File: src/rtl/cpu_ctrl_pkg.sv
// Shared definitions for the microcoded control sequencer: T-state encoding,
// opcodes, control-word bit positions, and step helpers.
package cpu_ctrl_pkg;

  typedef enum logic [2:0] {
    T0 = 3'd0,
    T1 = 3'd1,
    T2 = 3'd2,
    T3 = 3'd3,
    T4 = 3'd4
  } t_state_e;

  localparam logic [3:0] OP_NOP = 4'h0;
  localparam logic [3:0] OP_LDA = 4'h1;
  localparam logic [3:0] OP_ADD = 4'h2;
  localparam logic [3:0] OP_SUB = 4'h3;
  localparam logic [3:0] OP_STA = 4'h4;
  localparam logic [3:0] OP_LDI = 4'h5;
  localparam logic [3:0] OP_JMP = 4'h6;
  localparam logic [3:0] OP_JC  = 4'h7;
  localparam logic [3:0] OP_JZ  = 4'h8;
  localparam logic [3:0] OP_OUT = 4'hE;
  localparam logic [3:0] OP_HLT = 4'hF;

  localparam int CB_PC_INC     = 0;
  localparam int CB_PC_OUT     = 1;
  localparam int CB_PC_LOAD    = 2;
  localparam int CB_MAR_LOAD   = 3;
  localparam int CB_RAM_OUT    = 4;
  localparam int CB_RAM_LOAD   = 5;
  localparam int CB_IR_LOAD    = 6;
  localparam int CB_IR_OUT     = 7;
  localparam int CB_A_LOAD     = 8;
  localparam int CB_A_OUT      = 9;
  localparam int CB_B_LOAD     = 10;
  localparam int CB_ALU_OUT    = 11;
  localparam int CB_ALU_SUB    = 12;
  localparam int CB_OUT_LOAD   = 13;
  localparam int CB_FLAGS_LOAD = 14;

  localparam int CTRL_W = 16;
  typedef logic [CTRL_W-1:0] ctrl_word_t;

  function automatic t_state_e step_after(input t_state_e t);
    case (t)
      T0:      return T1;
      T1:      return T2;
      T2:      return T3;
      T3:      return T4;
      default: return T0;
    endcase
  endfunction

  // Last T-state that carries an active step for the opcode.
  function automatic t_state_e last_step(input logic [3:0] op);
    case (op)
      OP_LDI, OP_JMP, OP_JC, OP_JZ, OP_OUT, OP_HLT: return T2;
      OP_LDA, OP_STA:                               return T3;
      OP_ADD, OP_SUB:                               return T4;
      default:                                      return T1;
    endcase
  endfunction

endpackage

File: src/rtl/control_sequencer_if.sv
// Instruction/flag inputs and control/status outputs of the sequencer.
interface control_sequencer_if;
  import cpu_ctrl_pkg::*;

  logic       input_run;
  logic [3:0] input_instruction;
  logic       input_carry_flag;
  logic       input_zero_flag;
  ctrl_word_t output_control;
  logic [2:0] output_t_state;
  logic       output_halted;

  modport master (
    output input_run, input_instruction, input_carry_flag, input_zero_flag,
    input  output_control, output_t_state, output_halted
  );

  modport slave (
    input  input_run, input_instruction, input_carry_flag, input_zero_flag,
    output output_control, output_t_state, output_halted
  );
endinterface

File: src/rtl/control_sequencer_decoder.sv
// control_decoder: pure combinational map of (T-state, opcode, flags) to the
// 16-bit control word; run/halt gating lives in the sequencer.
module control_decoder
  import cpu_ctrl_pkg::*;
(
  input  t_state_e   t_state,
  input  logic [3:0] opcode,
  input  logic       carry_flag,
  input  logic       zero_flag,
  output ctrl_word_t control
);

  always_comb begin
    control = '0;
    case (t_state)
      T0: begin
        control[CB_PC_OUT]   = 1'b1;
        control[CB_MAR_LOAD] = 1'b1;
      end
      T1: begin
        control[CB_RAM_OUT] = 1'b1;
        control[CB_IR_LOAD] = 1'b1;
        control[CB_PC_INC]  = 1'b1;
      end
      T2: begin
        case (opcode)
          OP_LDA, OP_ADD, OP_SUB, OP_STA: begin
            control[CB_IR_OUT]   = 1'b1;
            control[CB_MAR_LOAD] = 1'b1;
          end
          OP_LDI: begin
            control[CB_IR_OUT] = 1'b1;
            control[CB_A_LOAD] = 1'b1;
          end
          OP_JMP: begin
            control[CB_IR_OUT]  = 1'b1;
            control[CB_PC_LOAD] = 1'b1;
          end
          OP_JC: begin
            control[CB_IR_OUT]  = carry_flag;
            control[CB_PC_LOAD] = carry_flag;
          end
          OP_JZ: begin
            control[CB_IR_OUT]  = zero_flag;
            control[CB_PC_LOAD] = zero_flag;
          end
          OP_OUT: begin
            control[CB_A_OUT]    = 1'b1;
            control[CB_OUT_LOAD] = 1'b1;
          end
          default: ;
        endcase
      end
      T3: begin
        case (opcode)
          OP_LDA: begin
            control[CB_RAM_OUT] = 1'b1;
            control[CB_A_LOAD]  = 1'b1;
          end
          OP_ADD, OP_SUB: begin
            control[CB_RAM_OUT] = 1'b1;
            control[CB_B_LOAD]  = 1'b1;
          end
          OP_STA: begin
            control[CB_A_OUT]    = 1'b1;
            control[CB_RAM_LOAD] = 1'b1;
          end
          default: ;
        endcase
      end
      T4: begin
        if (opcode == OP_ADD || opcode == OP_SUB) begin
          control[CB_ALU_OUT]    = 1'b1;
          control[CB_A_LOAD]     = 1'b1;
          control[CB_FLAGS_LOAD] = 1'b1;
          control[CB_ALU_SUB]    = (opcode == OP_SUB);
        end
      end
      default: ;
    endcase
  end

endmodule

File: src/rtl/control_sequencer.sv
// T-state sequencer with sticky halt and run gating; words come from control_decoder.
// Build option: define SEQ_EARLY_END_EN to return to T0 after an opcode's last active step.
module control_sequencer
  import cpu_ctrl_pkg::*;
(
  input  logic                clock,
  input  logic                input_clear,
  control_sequencer_if.slave  bus
);
  // state | meaning
  // T0    | fetch: PC onto bus, load MAR
  // T1    | fetch: RAM into IR, increment PC
  // T2-T4 | execute steps, opcode dependent
  // halted flag overrides: T-state parks at T0, control word forced to 0

  t_state_e   t_state, t_next;
  logic       halted, halt_next;
  ctrl_word_t dec_word;

  control_decoder u_decoder (
    .t_state    (t_state),
    .opcode     (bus.input_instruction),
    .carry_flag (bus.input_carry_flag),
    .zero_flag  (bus.input_zero_flag),
    .control    (dec_word)
  );

  always_ff @(posedge clock or posedge input_clear) begin
    if (input_clear) begin
      t_state <= T0;
      halted  <= 1'b0;
    end else begin
      t_state <= t_next;
      halted  <= halt_next;
    end
  end

  always_comb begin
    t_next    = t_state;
    halt_next = halted;
    if (halted) begin
      t_next = T0;
    end else if (bus.input_run) begin
      if (t_state == T2 && bus.input_instruction == OP_HLT)
        halt_next = 1'b1;
`ifdef SEQ_EARLY_END_EN
      if (t_state >= last_step(bus.input_instruction))
        t_next = T0;
      else
        t_next = step_after(t_state);
`else
      t_next = step_after(t_state);
`endif
    end
  end

  always_comb begin
    bus.output_control = '0;
    if (bus.input_run && !halted)
      bus.output_control = dec_word;
    bus.output_t_state = t_state;
    bus.output_halted  = halted;
  end

endmodule

File: src/flat_wrapper.sv
// flat-port wrapper written by rule: the top's interface ports become plain ports
module control_sequencer_flat import cpu_ctrl_pkg::*;
  (clock, input_clear, bus_input_run, bus_input_instruction, bus_input_carry_flag, bus_input_zero_flag, bus_output_control, bus_output_t_state, bus_output_halted);
  control_sequencer_if bus_i ();
  input  logic clock;
  input  logic input_clear;
  input wire logic [$bits(bus_i.input_run)-1:0] bus_input_run;
  input wire logic [$bits(bus_i.input_instruction)-1:0] bus_input_instruction;
  input wire logic [$bits(bus_i.input_carry_flag)-1:0] bus_input_carry_flag;
  input wire logic [$bits(bus_i.input_zero_flag)-1:0] bus_input_zero_flag;
  output wire logic [$bits(bus_i.output_control)-1:0] bus_output_control;
  output wire logic [$bits(bus_i.output_t_state)-1:0] bus_output_t_state;
  output wire logic [$bits(bus_i.output_halted)-1:0] bus_output_halted;
  assign bus_i.input_run = bus_input_run;
  assign bus_i.input_instruction = bus_input_instruction;
  assign bus_i.input_carry_flag = bus_input_carry_flag;
  assign bus_i.input_zero_flag = bus_input_zero_flag;
  assign bus_output_control = bus_i.output_control;
  assign bus_output_t_state = bus_i.output_t_state;
  assign bus_output_halted = bus_i.output_halted;
  control_sequencer u_core (.clock(clock), .input_clear(input_clear), .bus(bus_i));
endmodule
File: config.mk
export PLATFORM = sky130hd
export DESIGN_NAME = control_sequencer_flat
export DESIGN_NICKNAME = d
export VERILOG_FILES = /design/src/rtl/cpu_ctrl_pkg.sv /design/src/rtl/control_sequencer_if.sv /design/src/rtl/control_sequencer_decoder.sv /design/src/rtl/control_sequencer.sv /design/src/flat_wrapper.sv
export SDC_FILE = /design/constraint.sdc
export NUM_CORES = 1
export LEC_CHECK = 0
export ABC_AREA = 0
export CORE_MARGIN = 2
export CORE_UTILIZATION = 33
export CTS_CLUSTER_SIZE = 24
export DETAILED_ROUTE_END_ITERATION = 12
export GPL_TIMING_DRIVEN = 0
export PLACE_DENSITY = 0.74
export SETUP_SLACK_MARGIN = 0.4
export SYNTH_ARGS = -nofsm -noshare
export SYNTH_HDL_FRONTEND = slang
export SYNTH_SLANG_ARGS = --single-unit
File: constraint.sdc
create_clock -name clock -period 1.1 [get_ports clock]
set_clock_uncertainty 0.05 [all_clocks]
set_input_delay 0.11 -clock clock [delete_from_list [all_inputs] [get_ports clock]]
set_output_delay 0.11 -clock clock [all_outputs]
set_load 0.01 [all_outputs]
# ---- Word level (Yosys, flattened, before mapping)
# Cells that the tools add are included.
# Widths: inputs -> output; s select.
dict set report totals {
  romBits 0
  elab_cells 57
  ram_bits 0
  latch_bits 0
  register_bits 4
  memories 0
  out_inout_bits 20
}
dict set report op_classes {
  n_lt_le_gt_ge 0
  n_eq_ne 14
  n_reduce_logical 10
  n_shift 0
  n_addsub 0
  n_mux 31
  mul 0
  n_bitwise 0
  div 0
}
# op count
set op_table {}
lappend op_table {{$mux 1} 19}
lappend op_table {{$eq 4x3->1 const B} 4}
lappend op_table {{$mux 15} 1}
lappend op_table {{$eq 4x4->1 const B} 3}
lappend op_table {{$pmux 3 s4} 1}
lappend op_table {{$pmux 1 s3} 3}
lappend op_table {{$eq 4x2->1 const B} 2}
lappend op_table {{$eq 3x2->1 const B} 2}
lappend op_table {{$mux 3} 2}
lappend op_table {{$pmux 1 s2} 3}
lappend op_table {{$reduce_or 6->1} 1}
lappend op_table {{$eq 4x1->1 const B} 1}
lappend op_table {{$mux 2} 2}
lappend op_table {{$reduce_or 4->1} 1}
lappend op_table {{$eq 3x1->1 const B} 1}
lappend op_table {{$eq 3x3->1 const B} 1}
lappend op_table {{$logic_not 3->1} 1}
lappend op_table {{$reduce_or 3->1} 1}
lappend op_table {{$logic_and 1x1->1} 2}
lappend op_table {{$reduce_bool 2->1} 1}
lappend op_table {{$reduce_or 2->1} 1}
lappend op_table {{$logic_not 1->1} 1}
lappend op_table {{$logic_or 1x1->1} 1}

# ---- Logic depth before layout (Yosys ltp)
# Gate-level depths: netlist of the first run.
dict set report depth {
  depth_word 5
  mapped_depth 5
  depth_no_buf 3
}

# ---- By module
# A second synthesis of the first run with hierarchy kept.
dict set report unflattened {
  hier_cells 79
  hier_area_um2 604.3
}
# module cells_each seq_area_each_um2 area_each_um2 instances
set modules_own_cells {}
lappend modules_own_cells {control_sequencer 37 100.1 324.1 1}
lappend modules_own_cells {control_decoder 42 0.0 280.3 1}

# ---- Least setup slack after synthesis of the first run
# No wires, ideal clock.
dict set report synth_path {
  path_type {register to output}
  start {register u_core.t_state[0], in the netlist u_core.bus.output_t_state[0]}
  end {output bus_output_control[14]}
  path_slack_ns -0.297
  path_stages_with_launch 6
  arrival_time_ns 1.237
  cell_sequence {dfrtp_1 buf_2 nor2b_1 nand4b_1 nor2_1 buf_4}
}
dict set report synth_via {
  elab_chain_cells 3
}
# element line_no
set synth_lines {}
lappend synth_lines {{start: declaration} control_sequencer.sv:16} ;# t_state_e t_state, t_next;
lappend synth_lines {{start signal: assignment} control_sequencer.sv:33} ;# t_state <= t_next;
lappend synth_lines {{$eq 3x3->1} control_sequencer_decoder.sv:15} ;# case (t_state)
lappend synth_lines {{$mux 1} control_sequencer_decoder.sv:15}
lappend synth_lines {{$mux 15} control_sequencer.sv:59} ;# if (bus.input_run && !halted)
lappend synth_lines {{end: declaration} flat_wrapper.sv:11} ;# output wire logic [$bits(bus_i.output_control)-1:0] bus_output_control;
# Every way passes these cells.

# ---- Worst setup path in the final report of the first run
dict set report layout_path {
  start {register u_core.t_state[0], in the netlist u_core.bus.output_t_state[0]}
  end {output bus_output_control[8]}
}
dict set report layout_via {
  elab_chain_cells 3
  elab_cells_between_ends 5
}
# element line_no
set layout_lines {}
lappend layout_lines {{$eq 3x3->1 or $eq 3x2->1 (tied branches)} control_sequencer_decoder.sv:15}
lappend layout_lines {{$pmux 1 s3 (*)} control_sequencer_decoder.sv:15}
lappend layout_lines {{$mux 15 (*)} control_sequencer.sv:59}
# Mark *: on every way between the ends. The rest lies on a longest branch, timed or not.

==> results by group, run 1 <==
Clock network
  – Maximum clock insertion buffer count: 2
  – H-Tree Depth: 1
  – Clk sink count: 4
  – Clock latency on the worst-skew pair: 0.25 ns
  – Clk root buf: clkbuf_4
  – # hold bufs at CTS: 0
  – CTS tree: done
  – CTS buffer count: 3
  – Worst-path clk slew: 0.05 ns

Route
  – Drc violations: 0
  – Final wirelength: around 2900 um
  – Via count: 876
  – Vias per inst: about 5.5
  – Initial DRT Pass Iterations: 4
  – First-iteration detailed-routing DRC count: 4
  – Post-route ant nets: 0
  – WL/cell: 18.2 um

Cells and area
  – Post-route cell area: 1300 um2
  – N_diodes: 0
  – Commonest non-fill, non-tap cell in the layout: buf_6
  – Reg area: slightly above 100 um2
  – Multi-input gate area: 488 um2
  – Fill cell count: 77
  – Post-route insts no fill: 158
  – Ratio of cells with drive above 1 in the final layout: 0.704
  – Final nets: 153
  – Area Overhead vs Synth: 157%
  – Commonest cells after routing, fill and taps aside: buf_6, buf_4, buf_2, a21oi_2
  – Final cell utilization of the core: 0.884

Global routing
  – GR Overflow Total: 0
  – First-pass GRT wire length: 4110 um
  – Initial antenna violation count: 0
  – Vias in the first global route: between 800 and 900
  – Largest net degree at the start of global routing: 11
  – Overall routing resource usage: 0.297

Logic synthesis
  – YS warnings: 0
  – Main synth FF type: dfrtp_1
  – Post-Syn Nets: 82
  – Synthesis-stage register bit count: 4
  – Ys async rst share: 1.00
  – Syn avg cell area: 6.94 um2
  – Post-synth cell types: 28
  – EDFF count, synth: 0
  – Synth Cell Area: 507 um2
  – Syn Inst Count: 73
  – Sequential fraction of the synthesis area: 0.198

Floorplan
  – Initial Util: 0.344
  – Die Ht: 43.2 um
  – IO Count: 29
  – DIE AREA: 1860 um2
  – Core region area: 1470 um2
  – Chip width: about 43 um
  – Num rows: 14

Placement
  – Post-DP HPWL: 1050 um
  – Placer Congestion: 0.802
  – Dpl cell area: about 840 um2
  – Count of input and output buffers: 25
  – Pre-CTS worst setup slack: -1.06 ns
  – DP Cell Count: roughly 110

Pwr
  – Max VDD drop: ~1.8 mV
  – PwrDens: 1960 nW/um2
  – Leakage: 0.621 nW
  – Tot Pwr: 2.55 mW

Critical path
  – Crit-path max cell delay: 0.39 ns
  – Worst setup SP type: flop
  – CP startpoint: u_core.bus.output_t_state[0]
  – CP max-delay cell: dfrtp_1
  – Crit path required time: 0.94 ns
  – Worst-path fanout max: 3
  – Most used cell, CP: buf_6
  – CP cell instances: buf_6 -> nor2b_4 -> nand4b_1 -> buf_4 -> buf_6 -> a211oi_2 -> buf_2
  – R2R Path Start: u_core.bus.output_t_state[0]
  – Worst Path Arrival: 1.62 ns
  – Crit. End Element: output pin
  – CP Class: flop to output pin

Timing
  – Max Slew Vio Count: 0
  – RSZ-0062 raised after global routing: true
  – Post-route minimum period: between 1.5 and 2 ns
  – Final setup margin: -0.678 ns
  – Final Cycle Share: 1.62
  – Final setup vio count: 23
  – Fin. Hold Viols: 0
  – Fmax: 0.563 GHz

Job
  – Max cap viols: 0

Min path
  – Worst hold path type: input port to asynchronous set/reset pin

Outcome
  – Outcome: finished, violations left
  – Failing checks: setup timing
## worst max-delay path: cells and delay by family, from the launching register on
family	cells	cell delay [ns]
DFF	1	0.39
and+or+nand+nor	2	0.26
AOI/OAI and AO/OA	1	0.15
buffers and inverters	4	0.57
## routing by layer
| metal | GRT usage | vias to the layer above | part of all wire |
|---|---|---|---|
| met1 | 0.389 | 430 | 0.41 |
| met4 | 0.158 | 0 | 0.030 |
| met5 | 0 | - | 0 |
| li1 | - | 392 | - |
| met3 | 0.0213 | 10 | 0.061 |
| met2 | 0.478 | 44 | 0.50 |
## metrics by stage
| step | hold WS, ns | TNS [ns] |
|---|---|---|
| 2_1_floorplan | -0.174 | -1.13 |
| 3_3_place_gp | 0.249 | -13.96 |
| 3_5_place_dp | 0.258 | -14.13 |
| 4_1_cts | 0.00603 | -7.31 |
| 5_1_grt | 0.0371 | -10.60 |
| 6_report | 0.0269 | -9.42 |
## worst paths after layout
kind / end / slack [ns] / cells after the start
max reg2reg: u_core.bus.output_halted / -0.38 / 7
max: bus_output_control[8] / -0.68 / 7
min: u_core.bus.output_t_state[0] / 0.03 / 2
min reg2reg: u_core.bus.output_t_state[0] / 0.54 / 2
min in group clock: u_core.bus.output_halted / 0.35 / 3
max in group asynchronous: u_core.bus.output_t_state[2] / 0.79 / 2
## synthesized netlist by cell type, types with 2 or more instances
cell type	n	area [um2]
a21oi_1	6	30.0
buf_2	3	15.0
buf_4	3	22.5
dfrtp_1	4	100
inv_1	2	7.51
nand2_1	5	18.8
nand2b_1	5	31.3
nand3_1	4	20.0
nand3b_1	3	22.5
nand4_1	2	12.5
nor2_1	10	37.5
nor2b_1	4	25.0
nor3_1	2	10.0
nor3b_1	2	15.0
o21ai_0	3	15.0
o21bai_1	2	15.0
or3b_1	2	17.5
## power by group
group          switching, mW  internal (mW)  total (mW)
logic                  0.905           1.17        2.07
clock network         0.0811          0.123       0.205
registers             0.0597          0.211       0.271
## registers in the layout, summed over array words and instances, names as in the netlist
signal                     flops
u_core.bus.output_halted       1
u_core.bus.output_t_state      3
## repair_timing
item                       CTS  global route
gates resized for setup    119            13
setup endpoints to repair   23            23
hold endpoints to repair     0             0
buffers inserted            30            11
pin swaps                   20             9
## area by class of cell
cell class | instances | share of cell area
timing repair buffer | 66 | 0.447
multi-input combinational | 59 | 0.375
sequential | 4 | 0.0789
buffer | 8 | 0.0606
clock buffer | 3 | 0.0173
tap | 16 | 0.0154
inverter | 2 | 0.00577
## cells by family (layout without fill, tap and decap cells)
| group | count (synthesis) | after routing | synth area share |
|---|---|---|---|
| mux | 1 | 1 | 0.0198 |
| flops | 4 | 4 | 0.198 |
| xor+xnor | 1 | 1 | 0.0173 |
| buf+inv | 10 | 79 | 0.119 |
| other cells | 1 | 1 | 0.00740 |
| compound gates | 15 | 15 | 0.190 |
| simple gates | 41 | 41 | 0.449 |
Note: power is estimated with default switching activity, not from simulation.
==> run 2, diff against run 1 <==
Settings changed: GPL_ROUTABILITY_DRIVEN set to 0.
==> results of run 2 <==
The final DEF is identical to that of run 1; final timing and power are the same.
==> edit (config.mk and constraints of run 1) <==
Add a define of `SEQ_EARLY_END_EN`.
--- a/src/rtl/control_sequencer.sv
+++ b/src/rtl/control_sequencer.sv
@@ -1,5 +1,7 @@
 // T-state sequencer with sticky halt and run gating; words come from control_decoder.
 // Build option: define SEQ_EARLY_END_EN to return to T0 after an opcode's last active step.
+`define SEQ_EARLY_END_EN
+
 module control_sequencer
   import cpu_ctrl_pkg::*;
 (
Formal check against the unedited RTL: not equivalent (Yosys sat finds a counterexample within 4 cycles, from zero or initial values).
==> edit against run 1 <==
The run still ends with negative setup slack left. Non-clock buffer count shrank 4. Sequential cell count unchanged. Power decreased by 18%. Final area grew 7.6%. Sequential share of layout area down 0.65 points. Wire length decreased by 15%. Die area rose by 24%. First-iteration DRC count is 25% higher. Synthesized area up 26%. Setup slack better by 120 ps. Core utilization is 9.9 points lower. Critical endpoint is now bus_output_control[6]. Largest cell class is now multi-input combinational cells.
==> edit: results (changes against run 1) <==
setup violators final - 21 (-8.7%)
DR WL met2 - 1.242 mm (-14%)
Final Worst Setup Slack - -560.8 ps (+116.9 ps)
Synth Area per Inst - 7.992 sq um (+15%)
Sequential Power Share - 11.8% (+1.2 points)
TNS Setup - -9061 ps (+362.6 ps)
hpwl dp - 1.341 mm (+27%)
Worst Reg-to-Reg Cells - 6 (-1)
Syn Nets - 92 (+12%)
most common cell in the netlist - a21oi_1
global route hottest layer - met2
Static Leakage - 0.6503 nW (+4.7%)
Area contributors post-synth - dfrtp_1, a21oi_1, buf_4
Seq/Total Area, Yosys - 15.66% (-4.1 points)
Iteration-0 DRC Markers - 5 (+1)
met1 usage - 31.31% (-7.6 points)
met3 Resource Use GR - 4.906% (+2.8 points)
FF-to-FF setup slack - -550 ps (-170 ps)
max incr delay on CP - 470 ps (+80 ps)
Vias - 864 (-1.4%)
Comb. pwr - 1.64 mW (-21%)
nets - 157 (+2.6%)
Max Used Layer - met3
Fillers - 114 (+48%)
failing checks - negative setup slack
first-pass GRT wire length - 3.705 mm (-9.9%)
Worst path slowest cell - dfrtp_2
Sw Pwr - 0.8541 mW (-18%)
PwrDens - 1491 nW/um^2 (-24%)
WL met3 - 96 microns (-46%)
placed inst area - 1079 sq um (+28%)
non-filler cells, final - 169 (+7.0%)
PortBufs - 26 (+4.0%)
DP Cell Count - 131 (+15%)
share of layout cells above drive strength 1 - 72.92% (+2.5 points)
grt met2 use - 40.27% (-7.5 points)
DR pass1 iterations - 4 (unchanged)
detailed-route wire length per cell - 14.51 microns (-20%)
Worst Path Arrival - 1500 ps (-120 ps)
Yosys cell types - 39 (+39%)
gpl congestion - 0.7157 (-11%)
CP Max Fanout - 6 (+3)
status - finished, violations left
vias in the first global route - 841 (+1.8%)
IR drop worst, VDD - 1.333 mV (-26%)
top cells by count, synth - a21oi_1, buf_4
[edit: area by class of cell]
cell class	instances	area, sq um	share of cell area [%]
multi-input cells	62	630.6	45.08
inverters	4	15.01	1.073
well taps	25	31.28	2.236
repair buffers	60	471.7	33.72
flip-flops and latches	4	101.3	7.245
plain buffers	10	122.6	8.766
clock buffers	4	26.28	1.878
[edit: what timing repair did]
| item | CTS | global route |
|---|---|---|
| buffers inserted | 29 | 5 |
| gates resized for setup | 114 | 7 |
| pin swaps | 17 | 4 |
| hold buffers | 0 | 0 |
| setup endpoints to repair | 23 | 23 |
[edit: logic make-up after synthesis]
kind of cell | count (synthesis) | synth area share, %
adders and majority gates | 3 | 5.871
and+or+nand+nor | 36 | 40.90
other | 1 | 0.5865
buffers and inverters | 14 | 13.70
xor gates and xnor gates | 1 | 1.370
DFF | 4 | 15.66
AOI/OAI and AO/OA | 21 | 21.92
[edit: per-stage QoR]
step                      util (%)  setup WS [ps]  hold WS [ps]
after floorplan                  -         -436.4        -174.0
after global placement       60.49          -1145         248.4
after detailed placement     60.49          -1189         260.0
after CTS                    74.74         -557.2        0.4862
after global routing         78.46         -656.1         12.43
final                        78.46         -560.8         10.14
[edit: worst max-delay path: cells and delay by family, from the launching register on]
| kind | cells | cell delay [ps] |
|---|---|---|
| DFF | 1 | 470 |
| and+or+nand+nor | 3 | 440 |
| buffers and inverters | 3 | 340 |
[edit: worst paths after layout]
kind	startpoint	to
hold / removal	input_clear	u_core.bus.output_halted
setup reg to reg	u_core.bus.output_t_state[2]	u_core.bus.output_t_state[1]
hold reg to reg	u_core.bus.output_t_state[0]	u_core.bus.output_t_state[0]
min in group clock	bus_input_run	u_core.bus.output_t_state[2]
setup / recovery	u_core.bus.output_t_state[2]	bus_output_control[6]
max in group asynchronous	input_clear	u_core.bus.output_t_state[2]
